<file path="src/rtl/uart_pkg.sv">
// Shared UART definitions: data width, RX FIFO entry layout and default sizing.
package uart_pkg;
  localparam int UART_DATA_W        = 8;
  localparam int UART_RX_FIFO_DEPTH = 16;
  localparam int UART_RX_TIMEOUT    = 60000;

  typedef struct packed {
    logic                   frame_err;
    logic [UART_DATA_W-1:0] data;
  } rx_entry_t;
endpackage

</file>
<file path="src/rtl/uart_fifo_mem.sv">
// Storage for the RX FIFO: DEPTH x rx_entry_t register array, synchronous write,
// asynchronous read so the head entry falls through to the CSR read path.
module uart_fifo_mem
  import uart_pkg::*;
#(
  parameter int DEPTH = UART_RX_FIFO_DEPTH,
  parameter int AW    = 4
) (
  input  logic          wb_clk_i,
  input  logic          we,
  input  logic [AW-1:0] waddr,
  input  rx_entry_t     wdata,
  input  logic [AW-1:0] raddr,
  output rx_entry_t     rdata
);
  rx_entry_t mem [DEPTH];

  always_ff @(posedge wb_clk_i) begin
    if (we) mem[waddr] <= wdata;
  end

  assign rdata = mem[raddr];
endmodule

</file>
<file path="src/rtl/uart_rx_fifo.sv">
// Receive-side FWFT FIFO between UART receiver and CSR block, with level/overflow
// interrupt. Define UART_RX_TIMEOUT_EN to add the idle-timeout interrupt source.
module uart_rx_fifo
  import uart_pkg::*;
#(
  parameter int DEPTH = UART_RX_FIFO_DEPTH,
  parameter int AW    = 4
`ifdef UART_RX_TIMEOUT_EN
  , parameter int TIMEOUT_CYCLES = UART_RX_TIMEOUT
`endif
) (
  input  logic                   wb_clk_i,
  input  logic                   wb_rst_i,
  input  logic                   rx_valid,
  input  logic [UART_DATA_W-1:0] rx_data,
  input  logic                   rx_frame_err,
  output logic                   rx_finish,
  input  logic                   rd_en,
  output logic [UART_DATA_W:0]   rd_data,
  output logic                   empty,
  output logic                   full,
  output logic [AW:0]            level,
  input  logic [AW:0]            thresh,
  input  logic                   irq_en,
  input  logic                   clr,
  output logic                   overflow,
  output logic                   irq
);
  localparam logic [AW:0] FULL_LEVEL = (AW+1)'(DEPTH);

  logic [AW-1:0] wr_ptr_reg, rd_ptr_reg;
  logic [AW:0]   level_reg, level_next;
  logic          empty_reg, full_reg, overflow_reg, irq_reg, rx_finish_reg;
  logic          do_push, do_pop, tmo_flag;
  rx_entry_t     wr_entry, rd_entry;

  // A full FIFO still accepts a byte when the head is popped in the same cycle.
  assign do_pop  = rd_en && !empty_reg;
  assign do_push = rx_valid && (!full_reg || do_pop);

  always_comb begin
    level_next = level_reg;
    if (do_push && !do_pop)      level_next = level_reg + 1'b1;
    else if (do_pop && !do_push) level_next = level_reg - 1'b1;
  end

  assign wr_entry = '{frame_err: rx_frame_err, data: rx_data};

  uart_fifo_mem #(.DEPTH(DEPTH), .AW(AW)) u_mem (
    .wb_clk_i (wb_clk_i),
    .we       (do_push && !clr),
    .waddr    (wr_ptr_reg),
    .wdata    (wr_entry),
    .raddr    (rd_ptr_reg),
    .rdata    (rd_entry)
  );

  always_ff @(posedge wb_clk_i or posedge wb_rst_i) begin
    if (wb_rst_i) begin
      wr_ptr_reg    <= '0;
      rd_ptr_reg    <= '0;
      level_reg     <= '0;
      empty_reg     <= 1'b1;
      full_reg      <= 1'b0;
      overflow_reg  <= 1'b0;
      irq_reg       <= 1'b0;
      rx_finish_reg <= 1'b0;
    end else begin
      rx_finish_reg <= rx_valid;
      irq_reg <= irq_en && (((thresh != '0) && (level_reg >= thresh)) || overflow_reg || tmo_flag);
      if (clr) begin
        wr_ptr_reg   <= '0;
        rd_ptr_reg   <= '0;
        level_reg    <= '0;
        empty_reg    <= 1'b1;
        full_reg     <= 1'b0;
        overflow_reg <= 1'b0;
      end else begin
        if (do_push) wr_ptr_reg <= wr_ptr_reg + 1'b1;
        if (do_pop)  rd_ptr_reg <= rd_ptr_reg + 1'b1;
        level_reg <= level_next;
        empty_reg <= (level_next == '0);
        full_reg  <= (level_next == FULL_LEVEL);
        if (rx_valid && !do_push) overflow_reg <= 1'b1;
      end
    end
  end

`ifdef UART_RX_TIMEOUT_EN
  logic [31:0] timer_reg;
  logic        tmo_flag_reg;

  // Idle timer restarts on any FIFO activity; the flag survives pushes until the next pop.
  always_ff @(posedge wb_clk_i or posedge wb_rst_i) begin
    if (wb_rst_i) begin
      timer_reg    <= '0;
      tmo_flag_reg <= 1'b0;
    end else if (clr) begin
      timer_reg    <= '0;
      tmo_flag_reg <= 1'b0;
    end else if (do_push || do_pop) begin
      timer_reg <= '0;
      if (do_pop) tmo_flag_reg <= 1'b0;
    end else if (!empty_reg) begin
      if (timer_reg == 32'(TIMEOUT_CYCLES - 1)) tmo_flag_reg <= 1'b1;
      else                                     timer_reg    <= timer_reg + 1'b1;
    end
  end

  assign tmo_flag = tmo_flag_reg;
`else
  assign tmo_flag = 1'b0;
`endif

  assign rd_data   = rd_entry;
  assign empty     = empty_reg;
  assign full      = full_reg;
  assign level     = level_reg;
  assign overflow  = overflow_reg;
  assign irq       = irq_reg;
  assign rx_finish = rx_finish_reg;
endmodule

</file>
<file path="config.mk">
export PLATFORM = sky130hd
export DESIGN_NAME = uart_rx_fifo
export DESIGN_NICKNAME = d
export VERILOG_FILES = /design/src/rtl/uart_pkg.sv /design/src/rtl/uart_fifo_mem.sv /design/src/rtl/uart_rx_fifo.sv
export SDC_FILE = /design/constraint.sdc
export NUM_CORES = 1
export LEC_CHECK = 0
export ABC_AREA = 1
export CAP_MARGIN = 25
export CORE_MARGIN = 10
export CORE_UTILIZATION = 30
export CTS_BUF_LIST = sky130_fd_sc_hd__clkbuf_4 sky130_fd_sc_hd__clkbuf_8
export CTS_CLUSTER_DIAMETER = 150
export CTS_CLUSTER_SIZE = 8
export DETAILED_ROUTE_END_ITERATION = 7
export GPL_TIMING_DRIVEN = 0
export PLACE_DENSITY = 0.47
export SETUP_SLACK_MARGIN = 0.02
export SLEW_MARGIN = 20
export SYNTH_ARGS = -nofsm -noshare
export SYNTH_HDL_FRONTEND = slang
export SYNTH_SLANG_ARGS = --single-unit
</file>
<file path="constraint.sdc">
create_clock -name wb_clk_i -period 1.75 [get_ports wb_clk_i]
set_input_delay 0.175 -clock wb_clk_i [delete_from_list [all_inputs] [get_ports wb_clk_i]]
set_output_delay 0.175 -clock wb_clk_i [all_outputs]
set_load 0.05 [all_outputs]
</file>
; ---- Word-level counts from Yosys, hierarchy flattened
; Memory sizes are Yosys's and may differ from the RTL's.
; Cells that the tools add are included.
[totals]
regBits = 18
elab_cells = 48
latchBits = 0
memories = 1
mem_bits_ro = 0
ram_bits = 144
[mem_list]
columns = memory, depth, width, read_ports, rd_ports_with_merged_regs, wr, line
row1 = u_mem.mem, 16, 9, 1, 0, 1, uart_fifo_mem.sv:16  ; rx_entry_t mem [DEPTH];
[classes]
n_eq_ne = 1
bitwise_logic = 0
addsub = 4
mul = 0
mux = 13
shifts = 0
div_mod_pow = 0
n_reduce_logical = 20
n_lt_le_gt_ge = 1
[op_table]
columns = operator, n
row1 = $mux 4, 4
row2 = $mux 5, 3
row3 = $add 4x1->4 const B, 2
row4 = $logic_and 1x1->1, 8
row5 = $mux 1, 6
row6 = $reduce_bool 2->1, 3
row7 = $add 5x1->5 const B, 1
row8 = $eq 5x5->1 const B, 1
row9 = $ge 5x5->1, 1
row10 = $logic_not 1->1, 5
row11 = $logic_not 5->1, 1
row12 = $reduce_bool 5->1, 1
row13 = $sub 5x1->5 const B, 1
row14 = $logic_or 1x1->1, 2

; ---- Depth between registers and ports, before layout
; Gate-level depths: netlist of run 1.
[logic_depth]
depth_word = 10
mapped_depth = 10
depth_no_buf = 10

; ---- Cells and area by module
; Synthesis of run 1 repeated with hierarchy kept, for this count alone.
[unflattened]
cells_unflattened = 756
area_unflattened_um2 = 7439.6
[by_module_without_submodules]
columns = module, instances, cells_each, area_each_um2
row1 = uart_fifo_mem, 1, 606, 6322.3
row2 = uart_rx_fifo, 1, 150, 1117.3

; ---- Least setup slack after synthesis of run 1
; OpenSTA, ideal clock, no wires.
[synth_timing]
path_type = register -> register
start = register full_reg, in the netlist full
end = memory u_mem.mem[11][0] (netlist name) (enable)
path_slack_ps = -422
t_arrival_ps = 1785
period_less_slack_ps = 2172
setup_time_ps = 387
n_path_buf = 0
stages_incl_launch_ff = 6
cell_sequence = dfrtp_1 -> inv_1 -> o21ai_2 -> nor2_4 -> inv_2 -> nor3_1
[synth_via]
elab_chain_cells = 6
[synth_lines]
columns = item, line
row1 = "start, declared", uart_rx_fifo.sv:33  ; logic empty_reg, full_reg, overflow_reg, irq_reg, rx_finish_reg;
row2 = "start signal, assigned", uart_rx_fifo.sv:83  ; full_reg <= (level_next == FULL_LEVEL);
row3 = $logic_not 1->1, uart_rx_fifo.sv:39  ; assign do_push = rx_valid && (!full_reg || do_pop);
row4 = $logic_or 1x1->1, uart_rx_fifo.sv:39
row5 = $logic_and 1x1->1, uart_rx_fifo.sv:39
row6 = $logic_and 1x1->1, uart_rx_fifo.sv:51  ; .we (do_push && !clr),
row7 = $mux 1, uart_fifo_mem.sv:19  ; if (we) mem[waddr] <= wdata;
row8 = $mux 1 (implied by the code), uart_fifo_mem.sv:19
row9 = "end, declared", uart_fifo_mem.sv:16
; Every way passes these cells.

; ---- Final worst setup path of run 1
[layout_timing]
start = register rd_ptr_reg[0]
end = output rd_data[4]
[layout_via]
elab_chain_cells = 1
[layout_lines]
columns = item, line
row1 = "start, declared", uart_rx_fifo.sv:31  ; logic [AW-1:0] wr_ptr_reg, rd_ptr_reg;
row2 = "start signal, assigned", uart_rx_fifo.sv:80  ; if (do_pop) rd_ptr_reg <= rd_ptr_reg + 1'b1;
row3 = $mem_v2 16x9, --
row4 = "end, declared", uart_rx_fifo.sv:19  ; output logic [UART_DATA_W:0] rd_data,
; Every way passes these cells.

==> results of run 1 <==
==> synth_stat cells (all sizes together) <==
cell,instances,share of area
edfxtp,144,0.63
nor2,96,0.055
o21ai,81,0.060
nand2,52,0.030
inv,30,0.017
o221ai,29,0.037
nand3,23,0.019
buf,17,0.015
dfrtp,17,0.062
ha,12,0.022
nor3,12,0.0088
a21oi,11,0.0097
clkbuf,11,0.0064
o211ai,7,0.0077
o22ai,7,0.0064
nand4,4,0.0037
or2,2,0.0018
a211oi,1,0.0011
a21boi,1,0.0011
clkinv,1,0.00055
dfstp,1,0.0038
==> power groups by stage <==
stage	clock, mW	combinational (mW)	sequential, mW
floorplan	0	0.824	4.47
global placement	0	1.45	4.40
detailed placement	0	1.46	4.41
CTS	2.72	1.91	4.32
global route	2.92	2.12	4.33
finish	2.66	1.98	4.32
==> worst max-delay path, delay by kind of cell, from the launching register on <==
family / cells / cell delay, ns
compound gates: 3 / 0.49
buf+inv: 5 / 0.63
simple gates: 1 / 0.11
flops: 1 / 0.39
==> worst min path at each step <==
stage | end | slack, ns | cells past startpoint
after floorplan | irq | 0.11 | 1
after global placement | overflow | 0.54 | 2
after detailed placement | overflow | 0.56 | 2
after CTS | level[2] | 0.12 | 2
after global routing | level[2] | 0.13 | 2
final | rx_finish | 0.13 | 2
==> layer usage <==
layer	global-route usage	up-vias
met2	0.2284	207
met5	0	-
met4	0.04272	0
li1	-	2255
met3	0.03479	28
met1	0.1874	2531
==> final cells by class <==
cell class,instances,area [um2]
buffer,25,267.8
clock buffer,19,249.0
clock inverter,13,127.6
fill,2142,13400
inverter,31,138.9
multi-input combinational,338,2212
sequential,162,4778
tap,285,356.6
timing repair buffer,86,1037
==> kinds of logic (layout without fill, tap and decap cells) <==
kind of cell               Yosys count  in the layout  synth area share
and+or+nand+nor                    189            189            0.1182
DFF                                162            162            0.6982
AOI/OAI and AO/OA                  137            137            0.1229
buffers and inverters               59            174           0.03878
adders and majority gates           12             12           0.02195
==> stage by stage <==
stage                       util  hold WS [ns]
after floorplan                -        0.1128
after global placement    0.3403        0.5430
after detailed placement  0.3403        0.5604
after CTS                 0.4014        0.1151
after global routing      0.4062        0.1303
final                     0.4062        0.1306
==> what timing repair did <==
item                                    4_1_cts  5_1_grt
setup buffers                                38        7
pin swaps                                    53       34
resized for setup                           218       50
endpoints found under the hold margin         0        0
cloned                                        5        0
endpoints found under the setup margin      163      156
==> key figures, run 1 <==
Clock tree
  – Clock Tree Root: clkbuf_8
  – Clock latency on the worst-skew pair: 0.46 ns
  – Num CTS Buffers: 17
  – Htree depth: 4
  – TritonCTS clock tree: yes
  – Cts hold-fix bufs: 0
  – Maximum root-to-sink buffer count: 2
  – Clk slew on worst S/H paths: 0.09 ns
  – Clock sink total: 162

Synthesis
  – Syn avg cell area: 12.24 um2
  – Post-synth design cell area: 6840 um2
  – Synth Register Bits: 162
  – Sequential-to-total area share from yosys stat: 0.6982
  – Count of unique library cells instantiated by Yosys: 34
  – Syn_nets: 591
  – Post-Synthesis Cells: 559
  – Synth Warn #: 0

Worst setup path
  – Reg2Reg Depth: 7
  – Critical Path Fanout Max: 7
  – CP Launch Type: flip-flop
  – Worst Setup EP: rd_data[4]
  – Critical path launch point: rd_ptr_reg[0]
  – R2r setup slk: 0.09 ns
  – CP dominant cell by count: buf_12
  – Setup Crit Path Kind: flip-flop to output pin
  – Worst EP required: 1.57 ns
  – Data arrival, critical path: 2.08 ns
  – Cells along the critical path: buf_8 -> inv_12 -> buf_12 -> buf_12 -> o21ai_4 -> o22ai_4 -> o211ai_1 -> nand2_1 -> buf_6
  – Critical-path top delay cell: dfrtp_2
  – Worst r2r dst: u_mem.mem[6][1]
  – Slowest stage delay, CP: 0.39 ns
  – Crit. End Element: output pin
  – Worst r2r src: empty

Global route
  – Largest net degree at the start of global routing: 19
  – Total gr overflow: 0
  – Initial antenna violation count: 0
  – First-pass GRT wire length: 30.77 mm
  – Vias in the first global route: 5050
  – GRT Overall Usage: 0.1429

Layout
  – Commonest non-fill, non-tap cell in the layout: edfxtp_1
  – Antenna fix cells: 0
  – Largest register FFs: 144
  – Layout cells sized above 1: 0.2938
  – Area grow syn2layout: 34.02%
  – Final std cells w/o fill: 959
  – Most frequent cells in the layout: edfxtp_1, nor2_1, nand2_1
  – Final net count: 693
  – Design area: 9168 um2

Timing
  – Final setup vio count: 9
  – Max-slew violation count: 0
  – Fin Clk Skew: 0.01673 ns
  – Final setup margin: -0.5067 ns
  – TNS Setup: -4.286 ns
  – Relative slew slack: 0.4866
  – Final period util: 1.290
  – Minimum clock period: 2.257 ns
  – Slew @ Worst Pin: 0.7677 ns
  – Unrepaired setup endpoints after global routing: yes
  – Final Hold Viols: 0
  – FMAX: 443.1 MHz

Floorplanning
  – I/O Pins: 39
  – Die Area: 29240 um2
  – Die H: 171 um
  – Row count: 55
  – Initial Utilization: 0.3030
  – Horiz. Die Dim: 171 um
  – Core box area: 22570 um2

Route
  – Met1 WL: 9.090 mm
  – Average vias per placed instance: 5.236
  – Metal2 WL: 9.673 mm
  – DR WL/cell: 21.25 um
  – Final ANT Viol Nets: 0
  – DRC: 0
  – First DRT Iteration DRCs: 444
  – DRT Wirelength: 20.38 mm
  – Drt pass-1 iters: 5
  – Max layer used: met4
  – Met3 Wirelength: 1.312 mm
  – Routed via count: 5021

Run status
  – Status: complete, but fails checks
  – Failing checks: negative setup slack

Placement
  – Placed Instances: 881
  – Final HPWL DP: 12.93 mm
  – RD Place Congestion: 0.8161
  – # port buffers: 37
  – Placement Cell Area: 7681 um2
  – Place WS: -1.030 ns

Power
  – Clock power frac: 0.297
  – Switching part of the total: 0.3062
  – Pint: 6.219 mW
  – Sequential fraction of design power: 0.482
  – Switching Power: 2.744 mW
  – Total Power: 8.963 mW
  – Combinational share of power: 0.220
  – Leak Pwr: 3.301 nW
  – VDD IR max: 0.4888 mV
  – Pwr per Cell Area: 977.7 nW/um2

Worst hold path
  – Hold WC Path Type: input pin to async pin

Job
  – Maxcap violations: 0
No activity file was read; power rests on OpenSTA's default activity.
==> run 2: changes to the inputs <==
--- a/config.mk
+++ b/config.mk
@@ -14,7 +14,7 @@
 export CTS_CLUSTER_SIZE = 8
 export DETAILED_ROUTE_END_ITERATION = 7
 export GPL_TIMING_DRIVEN = 0
-export PLACE_DENSITY = 0.47
+export PLACE_DENSITY = 0.46
 export SETUP_SLACK_MARGIN = 0.02
 export SLEW_MARGIN = 20
 export SYNTH_ARGS = -nofsm -noshare
==> constraint.sdc (replaced) <==
create_clock -name wb_clk_i -period 2.7 [get_ports wb_clk_i]
set_input_delay 0.27 -clock wb_clk_i [delete_from_list [all_inputs] [get_ports wb_clk_i]]
set_output_delay 0.27 -clock wb_clk_i [all_outputs]
set_load 0.05 [all_outputs]
==> run 2 against run 1 <==
  * Worst hold slack gained 0.097 ns
  * Non-clock buffer count shrank 36
  * Sequential power shrank 35%
  * Final cell count shrank 4.1%
  * Die area is the same
  * Setup slack gained 0.66 ns
  * First-iteration DRC count grew 13%
  * Routed wire length shrank 1.1%
  * Combinational power shrank 51%
  * Flip-flop and latch count is the same
  * Global-route usage shrank 0.10 points
  * Sequential share of layout area grew 6.4 points
  * The flow now finishes without violations
  * Critical endpoint is now rd_data[6]
==> key figures, run 2 (same netlist as run 1, synthesis figures left out) <==
Clock tree
  – Cts hold-fix bufs: 0 (unchanged)
  – Clock sink total: 162 (unchanged)
  – Maximum root-to-sink buffer count: 2 (unchanged)
  – Htree depth: 4 (unchanged)
  – Clock Tree Root: clkbuf_8
  – Clock latency on the worst-skew pair: 0.45 ns (about the same)
  – Postcts setup bufs: 0 (-100%)
  – TritonCTS clock tree: yes
  – Num CTS Buffers: 17 (unchanged)
  – Clk slew on worst S/H paths: 0.09 ns (about the same)

Job
  – Maxcap violations: 0 (unchanged)

Worst setup path
  – Critical-path top delay cell: dfrtp_1
  – Critical Path Fanout Max: 10 (+3)
  – Cells along the critical path: buf_6 -> inv_2 -> buf_6 -> clkbuf_4 -> o21ai_0 -> o221ai_1 -> nand3_1 -> nand2_1 -> buf_2
  – CP dominant cell by count: buf_6
  – Setup Crit Path Kind: flip-flop to output pin
  – Slowest stage delay, CP: 0.40 ns (about the same)
  – Worst EP required: 2.43 ns (+0.86 ns)
  – Crit. End Element: output pin
  – Data arrival, critical path: 2.28 ns (+0.20 ns)
  – CP Launch Type: flip-flop
  – Reg2Reg Depth: 5 (-2)

Route
  – DRC: 0 (unchanged)
  – Average vias per placed instance: 5.172 (-1.2%)
  – Drt pass-1 iters: 5 (unchanged)
  – DR WL/cell: 21.90 um (+3.1%)
  – Routed via count: 4758 (-5.2%)
  – Final ANT Viol Nets: 0 (unchanged)
  – DRT Wirelength: 20.15 mm (-1.1%)
  – First DRT Iteration DRCs: 503 (+13%)

Run status
  – Status: complete, no violations

Global route
  – GRT Overall Usage: 0.1418 (-0.001008)
  – Vias in the first global route: 4880 (-3.4%)
  – First-pass GRT wire length: 30.60 mm (-0.56%)
  – Largest net degree at the start of global routing: 19 (unchanged)
  – Total gr overflow: 0 (unchanged)
  – Initial antenna violation count: 0 (unchanged)

Timing
  – Minimum clock period: 2.549 ns
  – TNS Setup: 0 ns (+4.286 ns)
  – FMAX: 392.3 MHz
  – Unrepaired setup endpoints after global routing: no
  – Fin Clk Skew: 0.01060 ns (-0.006131 ns)
  – Final period util: 0.9442
  – Max-slew violation count: 0 (unchanged)
  – Relative slew slack: 0.3595 (-0.1271)
  – Slew @ Worst Pin: 0.9572 ns (+0.1895 ns)
  – Final Hold Slack: 0.2272 ns (+0.09658 ns)
  – Final setup vio count: 0 (-9)
  – Final Hold Viols: 0 (unchanged)
  – Final setup margin: 0.1507 ns (+0.6574 ns)

Layout
  – Largest register FFs: 144 (unchanged)
  – Commonest non-fill, non-tap cell in the layout: edfxtp_1
  – Layout Utilization: 0.3615 (-0.04462)
  – Final std cells w/o fill: 920 (-4.1%)
  – Layout cells sized above 1: 0.1654 (-0.1284)
  – Final net count: 657 (-5.2%)
  – Antenna fix cells: 0 (unchanged)
  – Most frequent cells in the layout: edfxtp_1, nor2_1, o21ai_0
  – Area grow syn2layout: 19.30%

Floorplanning
  – Die H: 171 um (unchanged)
  – I/O Pins: 39 (unchanged)
  – Initial Utilization: 0.3030 (unchanged)
  – Die Area: 29240 um2 (unchanged)
  – Row count: 55 (unchanged)
  – Core box area: 22570 um2 (unchanged)
  – Horiz. Die Dim: 171 um (unchanged)

Worst hold path
  – Hold WC Path Type: input pin to async pin

Power
  – Leak Pwr: 2.835 nW (-14%)
  – Pwr per Cell Area: 689.5 nW/um2 (-29%)
  – VDD IR max: 0.2317 mV (-53%)

Placement
  – RD Place Congestion: 0.8324 (+2.0%)
  – Placed Instances: 889 (+0.91%)
  – Final HPWL DP: 13.56 mm (+4.9%)
  – Place WS: -0.2168 ns (+0.8129 ns)
  – # port buffers: 37 (unchanged)
[run 2: metrics by stage]
stage | power, mW | instance area [um2]
2_1_floorplan | 3.422 | 6840
3_3_place_gp | 3.789 | 7567
3_5_place_dp | 3.803 | 7681
4_1_cts | 5.630 | 8087
5_1_grt | 5.861 | 8160
6_report | 5.626 | 8160
[run 2: timing repair]
item | CTS | global route
endpoints found under the setup margin | 9 | 8
pin swaps | 0 | 3
gates cloned | 0 | 0
resized for setup | 61 | 28
[run 2: layout make-up]
type,instances,area [um2]
Buffer,28,197.7
Clock buffer,17,234.0
Clock inverter,12,167.7
Fill cell,2232,14410
Inverter,31,118.9
Multi-Input combinational cell,338,1887
Sequential cell,162,4776
Tap cell,285,356.6
Timing Repair Buffer,47,422.9
[run 2: routing by layer]
layer,vias up,track usage,routed length [um]
met5,-,0,0
li1,2182,-,-
met4,0,0.04045,225
met2,147,0.2248,9478
met3,15,0.03065,1249
met1,2414,0.1907,9197
[run 2: worst paths after layout]
check / start / endpoint / slack (ns)
max: rd_ptr_reg[1] / rd_data[6] / 0.15
min: wb_rst_i / level[4] / 0.23
max reg2reg: full / u_mem.mem[2][6] / 0.45
min reg2reg: overflow / overflow / 0.56
max in group asynchronous: wb_rst_i / rd_ptr_reg[3] / 2.02
min in group wb_clk_i: clr / level[2] / 0.27
[run 2: critical path: cells and delay by family (launching register included)]
kind / cells / cell delay, ns
AOI/OAI and AO/OA: 2 / 0.37
and+or+nand+nor: 2 / 0.21
DFF: 1 / 0.40
buffers and inverters: 5 / 0.84
[run 2: report_power, final]
group,internal [mW],switching [mW],total (mW),leakage [nW]
Clock,0.982,0.882,1.86,0.200
Sequential,2.77,0.0334,2.80,1.54
Combinational,0.291,0.672,0.963,1.10
Total,4.04,1.59,5.63,2.83
==> run 3: changes to the inputs <==
--- a/config.mk
+++ b/config.mk
@@ -6,7 +6,7 @@
 export NUM_CORES = 1
 export LEC_CHECK = 0
 export ABC_AREA = 1
-export CAP_MARGIN = 25
+export CAP_MARGIN = 20
 export CORE_MARGIN = 10
 export CORE_UTILIZATION = 30
 export CTS_BUF_LIST = sky130_fd_sc_hd__clkbuf_4 sky130_fd_sc_hd__clkbuf_8
==> run 3 against run 2 <==
  * Clock power barely moved
  * Clock skew fell by 0.00062 ns
  * First-iteration DRC count fell by 9.3%
  * Worst hold slack better by 0.0054 ns
==> key figures, run 3 (same netlist as run 1, synthesis figures left out) <==
Worst setup path
  – Critical Path Fanout Max: 10 (unchanged)
  – Reg2Reg Depth: 5 (unchanged)
  – CP delay by family, top: buffers and inverters
  – CP dominant cell by count: buf_6
  – Crit. End Element: output pin
  – Critical Path Stages: 9 (unchanged)
  – Critical path launch point: rd_ptr_reg[1]
  – Worst EP required: 2.43 ns (about the same)
  – Setup Crit Path Kind: flip-flop to output pin
  – Worst Setup EP: rd_data[4]
  – Sum of buffers and inverters on the critical path: 5 (unchanged)
  – Worst r2r dst: u_mem.mem[8][1]
  – Cells along the critical path: buf_6 -> inv_2 -> buf_6 -> clkbuf_4 -> o21ai_0 -> o221ai_1 -> nand3_1 -> nand2_1 -> buf_6
  – Critical-path top delay cell: dfrtp_1
  – Data arrival, critical path: 2.28 ns (about the same)
  – CP Launch Type: flip-flop
  – Slowest stage delay, CP: 0.40 ns (about the same)
  – Worst r2r src: full
  – R2r setup slk: 0.38 ns (-0.07 ns)

Clock tree
  – Htree depth: 4 (unchanged)
  – Clock latency on the worst-skew pair: 0.45 ns (about the same)
  – Clock sink total: 162 (unchanged)
  – Cts hold-fix bufs: 0 (unchanged)
  – Clk slew on worst S/H paths: 0.09 ns (about the same)
  – TritonCTS clock tree: yes
  – Clock Tree Root: clkbuf_8
  – Num CTS Buffers: 17 (unchanged)
  – Maximum root-to-sink buffer count: 2 (unchanged)

Route
  – DRC: 0 (unchanged)
  – First DRT Iteration DRCs: 456 (-9.3%)
  – Final ANT Viol Nets: 0 (unchanged)
  – DRT Wirelength: 20.08 mm (-0.34%)
  – DR WL/cell: 21.87 um (-0.13%)
  – Drt pass-1 iters: 7 (+2)
  – Average vias per placed instance: 5.133 (-0.75%)
  – Routed via count: 4712 (-0.97%)

Power
  – Switching Power: 1.585 mW (-0.12%)
  – Sequential fraction of design power: 0.498 (about the same)
  – Combinational share of power: 0.171 (about the same)
  – Leak Pwr: 2.824 nW (-0.38%)
  – Switching part of the total: 0.2819 (about the same)
  – Pint: 4.038 mW (about the same)
  – Clock power frac: 0.331 (about the same)
  – Pwr per Cell Area: 690.4 nW/um2 (+0.13%)
  – Total Power: 5.624 mW (about the same)
  – VDD IR max: 0.2311 mV (-0.23%)

Placement
  – Final HPWL DP: 13.56 mm (unchanged)
  – Placed Instances: 889 (unchanged)
  – # port buffers: 37 (unchanged)
  – Place WS: -0.2168 ns (unchanged)
  – RD Place Congestion: 0.8324 (unchanged)

Floorplanning
  – Die Area: 29240 um2 (unchanged)
  – Die H: 171 um (unchanged)
  – Row count: 55 (unchanged)
  – Horiz. Die Dim: 171 um (unchanged)
  – Initial Utilization: 0.3030 (unchanged)
  – Core box area: 22570 um2 (unchanged)
  – I/O Pins: 39 (unchanged)

Worst hold path
  – Hold WC Path Type: input pin to async pin

Layout
  – Area grow syn2layout: 19.08%
  – Commonest non-fill, non-tap cell in the layout: edfxtp_1
  – Final std cells w/o fill: 918 (-0.22%)
  – Antenna fix cells: 0 (unchanged)
  – Seq. cell area: 4776 um2 (unchanged)
  – Largest register FFs: 144 (unchanged)
  – Final net count: 655 (-0.30%)
  – Layout cells sized above 1: 0.1627 (-0.002637)
  – Multi-input logic area: 1887 um2 (unchanged)
  – Most frequent cells in the layout: edfxtp_1, nor2_1, o21ai_0
  – Fillers: 2235 (+0.13%)

Run status
  – Status: complete, no violations

Global route
  – Initial antenna violation count: 0 (unchanged)
  – Largest net degree at the start of global routing: 19 (unchanged)
  – GRT Overall Usage: 0.1418 (unchanged)
  – First-pass GRT wire length: 30.60 mm (unchanged)
  – Vias in the first global route: 4880 (unchanged)
  – Total gr overflow: 0 (unchanged)

Timing
  – Final setup margin: 0.1548 ns (+0.004115 ns)
  – Minimum clock period: 2.545 ns (-0.004115 ns)
  – FMAX: 392.9 MHz (+0.16%)
  – Final Hold Slack: 0.2326 ns (+0.005363 ns)
  – Final setup vio count: 0 (unchanged)
  – Relative slew slack: 0.2992 (-0.06031)
  – Unrepaired setup endpoints after global routing: no
  – Slew @ Worst Pin: 1.047 ns (+0.09014 ns)
  – Max-slew violation count: 0 (unchanged)
  – Final Hold Viols: 0 (unchanged)
  – Final period util: 0.9427 (-0.001524)
  – Fin Clk Skew: 0.009980 ns (-0.0006232 ns)

Job
  – Maxcap violations: 0 (unchanged)
==> run 3: worst register-to-register path, cell delays in order (launching register included) <==
cell and delay (ns):
dfrtp_1 0.42, inv_1 0.20, o21ai_2 0.15, nor2_4 0.18, nand2_1 0.16, nor2_1 0.82
==> run 3: final cells by class <==
type,count,area share
tap,285,0.04378
timing repair buffer,45,0.05008
sequential,162,0.5863
inverter,31,0.01459
clock buffer,17,0.02872
multi-input combinational,338,0.2316
buffer,28,0.02427
clock inverter,12,0.02058
==> run 3: metrics by stage <==
step / area, um2 / util / setup TNS [ns]
2_1_floorplan: 6840 / - / 0
3_3_place_gp: 7567 / 0.3353 / -46.38
3_5_place_dp: 7681 / 0.3403 / -1.636
4_1_cts: 8087 / 0.3583 / 0
5_1_grt: 8145 / 0.3609 / 0
6_report: 8145 / 0.3609 / 0
==> run 3: repair_timing <==
action	4_1_cts	5_1_grt
endpoints found under the setup margin	9	8
setup buffers	0	0
gates resized for setup	61	28
pin swaps	0	3
==> run 3: how the worst min path moves through the flow <==
| stage | cells after the start | slack (ns) | endpoint | from |
|---|---|---|---|---|
| 2_1_floorplan | 1 | 0.21 | full | wb_rst_i |
| 3_3_place_gp | 2 | 0.56 | overflow | overflow |
| 3_5_place_dp | 2 | 0.55 | overflow | overflow |
| 4_1_cts | 2 | 0.24 | wr_ptr_reg[2] | wb_rst_i |
| 5_1_grt | 2 | 0.26 | level[2] | clr |
| 6_report | 2 | 0.23 | level[4] | wb_rst_i |
==> run 3: routing by layer <==
| metal | global-route usage | up-vias | share of wire |
|---|---|---|---|
| li1 | - | 2179 | - |
| met1 | 0.1907 | 2386 | 0.46 |
| met2 | 0.2248 | 133 | 0.47 |
| met3 | 0.03065 | 14 | 0.051 |
| met4 | 0.04045 | 0 | 0.012 |
| met5 | 0 | - | 0 |
==> run 3: power by group through the flow <==
stage               Combinational (mW)  Clock [mW]  Sequential, mW
floorplan                        0.523           0            2.90
global placement                 0.933           0            2.86
detailed placement               0.946           0            2.86
CTS                              0.940        1.89            2.80
global route                      1.05        2.00            2.81
finish                           0.963        1.86            2.80
